### src/rtl/wb_scoreboard.sv
// Register-write scoreboard: tracks in-flight destination writes between ID and WB and stalls ID on RAW or counter-full hazards.
// Optional macro WB_BYPASS_EN: a source whose last pending write retires this cycle is treated as ready.
module wb_scoreboard #(
    parameter int NUM_REGS = 32,
    parameter int CNT_W    = 2,
    parameter int STAT_W   = 16
) (
    input  logic                Clk,
    input  logic                Reset,
    input  logic                Flush,
    input  logic                IssueValid,
    input  logic                IssueRegWrite,
    input  logic [4:0]          IssueWriteReg,
    input  logic                UseRs,
    input  logic                UseRt,
    input  logic [4:0]          SrcRs,
    input  logic [4:0]          SrcRt,
    input  logic                WB_RegWrite,
    input  logic [4:0]          WB_WriteReg,
    output logic                Stall,
    output logic [NUM_REGS-1:0] PendingMask,
    output logic [STAT_W-1:0]   StallCycles,
    output logic                Underflow
);

    localparam logic [CNT_W-1:0] CNT_MAX = '1;
    localparam logic [CNT_W-1:0] CNT_ONE = CNT_W'(1);

    logic [CNT_W-1:0]    count      [NUM_REGS];
    logic [CNT_W-1:0]    count_next [NUM_REGS];
    logic [NUM_REGS-1:0] busy;
    logic                retire;
    logic                issue_fire;
    logic                haz_rs;
    logic                haz_rt;
    logic                dest_sat;
    logic                same_reg;
    logic                underflow_hit;

    assign retire = WB_RegWrite && (WB_WriteReg != 5'd0);

    always_comb begin
        for (int r = 0; r < NUM_REGS; r++) begin
            busy[r] = (r != 0) && (count[r] != '0);
`ifdef WB_BYPASS_EN
            if (retire && (WB_WriteReg == 5'(r)) && (count[r] == CNT_ONE)) begin
                busy[r] = 1'b0;
            end
`endif
        end
    end

    assign haz_rs     = UseRs && (SrcRs != 5'd0) && busy[SrcRs];
    assign haz_rt     = UseRt && (SrcRt != 5'd0) && busy[SrcRt];
    assign dest_sat   = IssueRegWrite && (IssueWriteReg != 5'd0) && (count[IssueWriteReg] == CNT_MAX);
    assign Stall      = IssueValid && (haz_rs || haz_rt || dest_sat);
    assign issue_fire = IssueValid && IssueRegWrite && !Stall && (IssueWriteReg != 5'd0);

    // An issue and a retire of the same register cancel out, even at count zero.
    assign same_reg      = issue_fire && retire && (IssueWriteReg == WB_WriteReg);
    assign underflow_hit = retire && !same_reg && !Flush && (count[WB_WriteReg] == '0);

    always_comb begin
        for (int r = 0; r < NUM_REGS; r++) begin
            count_next[r] = count[r];
            if (Flush) begin
                count_next[r] = '0;
            end else if (!same_reg) begin
                if (issue_fire && (IssueWriteReg == 5'(r))) begin
                    count_next[r] = count[r] + CNT_ONE;
                end
                if (retire && (WB_WriteReg == 5'(r)) && (count[r] != '0)) begin
                    count_next[r] = count[r] - CNT_ONE;
                end
            end
        end
    end

    always_ff @(posedge Clk or posedge Reset) begin
        if (Reset) begin
            for (int r = 0; r < NUM_REGS; r++) begin
                count[r] <= '0;
            end
            StallCycles <= '0;
            Underflow   <= 1'b0;
        end else begin
            for (int r = 0; r < NUM_REGS; r++) begin
                count[r] <= count_next[r];
            end
            if (Stall && (StallCycles != '1)) begin
                StallCycles <= StallCycles + STAT_W'(1);
            end
            if (underflow_hit) begin
                Underflow <= 1'b1;
            end
        end
    end

    always_comb begin
        for (int r = 0; r < NUM_REGS; r++) begin
            PendingMask[r] = (count[r] != '0);
        end
    end

endmodule

### config.mk
export PLATFORM = sky130hd
export DESIGN_NAME = wb_scoreboard
export DESIGN_NICKNAME = d
export VERILOG_FILES = /design/src/rtl/wb_scoreboard.sv
export SDC_FILE = /design/constraint.sdc
export NUM_CORES = 1
export LEC_CHECK = 0
export CAP_MARGIN = 40
export CORE_MARGIN = 3
export CORE_UTILIZATION = 59
export CTS_BUF_LIST = sky130_fd_sc_hd__clkbuf_8
export CTS_CLUSTER_SIZE = 30
export DETAILED_ROUTE_END_ITERATION = 10
export PLACE_DENSITY_LB_ADDON = 0.2
export SYNTH_ARGS = -nofsm -noshare
export SYNTH_HDL_FRONTEND = slang
export SYNTH_SLANG_ARGS = --single-unit
### constraint.sdc
create_clock -name Clk -period 3.3 [get_ports Clk]
set_input_delay 0.66 -clock Clk [delete_from_list [all_inputs] [get_ports Clk]]
set_output_delay 0.66 -clock Clk [all_outputs]
set_load 0.01 [all_outputs]
==> impl_results.md <==
- Synth-to-layout area growth: 28.8%
- Number of global-route vias before repair: 7114
- Crit-path leading delay family: compound AO/OA/AOI/OAI gates
- Synth Register Bits: 81
- Hold_buf cts: 0
- Status: finished clean
- Critical path peak fanout: 5
- Worst path bufs/invs: 1
- Gpl congestion: 1.09
- EDFF count, synth: 0
- Lkg Pwr: 3.73 nW
- Crit share post-route: 0.975
- Startpoint types: register
- MaxCap Viol Count: 0
- Yosys cell types: 71
- DRT Pass-1 Iters: 6
- CP max stage delay: 0.43 ns
- Sequential area share after synthesis: 0.302
- CP required: 2.64 ns
- Max IR drop VDD: 464 uV
- Synth Flop Type: dfrtp_1
- Placed Cells: 1075
- Mapped Cells: 800
- Post-route ant nets: 0
- CP Cell Sequence: nor2_1 -> mux4_2 -> a21oi_1 -> a31o_1 -> a32o_2 -> a211o_1 -> and2_4 -> buf_2
- Post-synthesis cell area: 6720 sq um
- Violation count after the first detailed-routing iteration: 848
- Post-synth net total: 830
- Sw Share: 0.389
- CTS clk-pin slew, worst paths: 0.10 ns
- Tmin final: 3.22 ns
- Estimated wirelength of the detail-placed design: 16800 um
- Final setup margin: 0.0823 ns
- Worst clock skew: 0.0167 ns
- Die width: 113 um
- Hold Path Class: register to register
- Pre-CTS worst setup slack: -0.649 ns
- Vias per cell: 6.67
- Synth top cells by count: 108 x nand2_1, 81 x dfrtp_1, 69 x nor2_1
- Die area: 12700 sq um
- TritonCTS Buffers: 9
- Multi-input logic area: 4330 sq um
- Asr flop ratio synth: 1.00
- Htree depth: 3
- GRT Resource Usage Total: 0.366
- CTS tree: done
- Switching Power: 1.52 mW
- Worst setup EP type: output pin
- DRC Markers: 0
- Clk pwr share: 0.177
- Fraction of layout cells with a size suffix above 1: 0.201
- Initial antenna violation count: 0
- # diodes: 0
- Nets: 984
- Worst slew margin: 0.366
- Share of the synthesized area in the top cell type: 0.302
- FF+latch area: 2030 sq um
- Worst skew pair latency: 0.38 ns
- Comb power frac: 0.469
- Slew Limit Fails: 0
- Die height: 113 um
- WL final: 22800 um
- Starting Density: 0.612
- Final setup vio count: 0
- Final hold vios: 0
- Cell area power density: 451 nW/um^2
- Remaining Overflow, GRT: 0
- First-pass GRT wire length: 36900 um
- Routed wire per std cell: 20.7 um
- Worst Max-Slew Pin Slew: 0.951 ns
- Seq pwr share: 0.354
- Area contributors post-synth: dfrtp_1 30%, mux4_2 9.7%, nand2_1 6.0%
- Root Driver: clkbuf_8
- Num ports: 78
- Syn Area/Cell: 8.40 sq um
- Worst path arrival time: 2.56 ns
- Via count: 7333
- # rows: 38
- Yosys top cell by area: dfrtp_1
- Clock Tree Buf Depth: 2
- # fillers: 777
- Synth warn: 0
- Critical path class: register to output pin
- I/O Buffers: 77
- Pint: 2.39 mW
- Largest net degree at the start of global routing: 100
- Non-Filler Instances: 1099
- Core area: 11000 sq um
- Slowest cell on crit path: dfrtp_1
- Count leader, synth: nand2_1
- Clk sinks: 81
- Achievable Freq: 311 MHz
kinds of logic (layout without fill, tap and decap cells):
| logic type | after synthesis | in the layout | synth area share |
|---|---|---|---|
| muxes | 40 | 40 | 0.117 |
| xor gates and xnor gates | 43 | 43 | 0.0560 |
| and+or+nand+nor | 323 | 323 | 0.245 |
| adders and majority gates | 2 | 2 | 0.00372 |
| buffers and inverters | 95 | 254 | 0.0603 |
| DFF | 81 | 81 | 0.302 |
| AOI/OAI and AO/OA | 216 | 216 | 0.216 |
sequential cells by signal (all words and copies together), names as in the netlist:
register	cells
StallCycles	16
Underflow	1
count	64
stage by stage:
| stage | power (mW) | setup TNS (ns) | hold slack (ns) | instance area (sq um) | util |
|---|---|---|---|---|---|
| after global routing | 4.12 | -0.0222 | 0.485 | 8660 | 0.788 |
| final | 3.91 | 0 | 0.476 | 8660 | 0.788 |
| after detailed placement | 3.15 | -31.96 | 0.461 | 8340 | 0.759 |
| after floorplan | 2.29 | 0 | 0.503 | 6720 | - |
| after global placement | 3.08 | -23.95 | 0.453 | 8340 | 0.759 |
| after CTS | 3.84 | 0 | 0.481 | 8610 | 0.784 |
path summary, 6_finish.rpt:
| kind | from | endpoint | slack, ns | depth (start not counted) |
|---|---|---|---|---|
| worst max-delay path | count[47] | Stall | 0.08 | 8 |
| worst min-delay path | Underflow | Underflow | 0.48 | 1 |
| worst max register to register | count[13] | count[13] | 0.09 | 12 |
| worst min register to register | Underflow | Underflow | 0.48 | 1 |
| max in group asynchronous | Reset | count[8] | 2.24 | 3 |
| min in group asynchronous | Reset | count[45] | 0.70 | 3 |
cell type report:
cell class	count	share of cell area
Clock inverter	6	0.00405
Inverter	46	0.0201
Sequential cell	81	0.234
Timing Repair Buffer	192	0.205
Multi-Input combinational cell	624	0.501
Clock buffer	10	0.0159
Tap cell	140	0.0202
power groups by stage:
stage | Combinational (mW) | Clock (mW) | Sequential, mW
floorplan | 0.931 | 0 | 1.36
global placement | 1.71 | 0 | 1.37
detailed placement | 1.76 | 0 | 1.39
CTS | 1.79 | 0.688 | 1.37
global route | 1.96 | 0.740 | 1.42
finish | 1.83 | 0.690 | 1.38
per-layer routing:
metal,track usage,share of wire,wire (um)
met1,0.488,0.39,8780
met2,0.579,0.45,10300
met3,0.0872,0.12,2820
met4,0.147,0.041,923
met5,0,0,0
placed cells by master (no fill, tap or decap), types with 5 or more instances in the layout:
master and count:
nand3b_1 24, o41a_1 5, buf_4 100, buf_12 10, nand3_1 15, a31oi_1 30
nor2_2 6, dfrtp_1 80, clkdlybuf4s50_1 65, inv_1 44, clkbuf_8 10, dlygate4sd2_1 5
nor2_1 64, mux4_2 29, nor4_1 9, a311oi_1 6, a21o_1 8, o21ai_1 22
o21ai_0 53, o21bai_1 19, o31ai_1 5, nor2b_1 8, nor3_1 20, a21oi_1 16
xnor2_1 10, and2_1 8, nand2b_1 5, mux2_1 5, xor2_1 33, or4_1 24
nand2_1 108, a21boi_0 5, o31a_1 19
repair_timing:
action,4_1_cts,5_1_grt
gates resized for setup,21,18
setup endpoints to repair,60,36
hold endpoints to repair,0,0
setup buffers,6,1
pin swaps,5,3
cloned,1,0
Power figures use the tool's default switching activity.
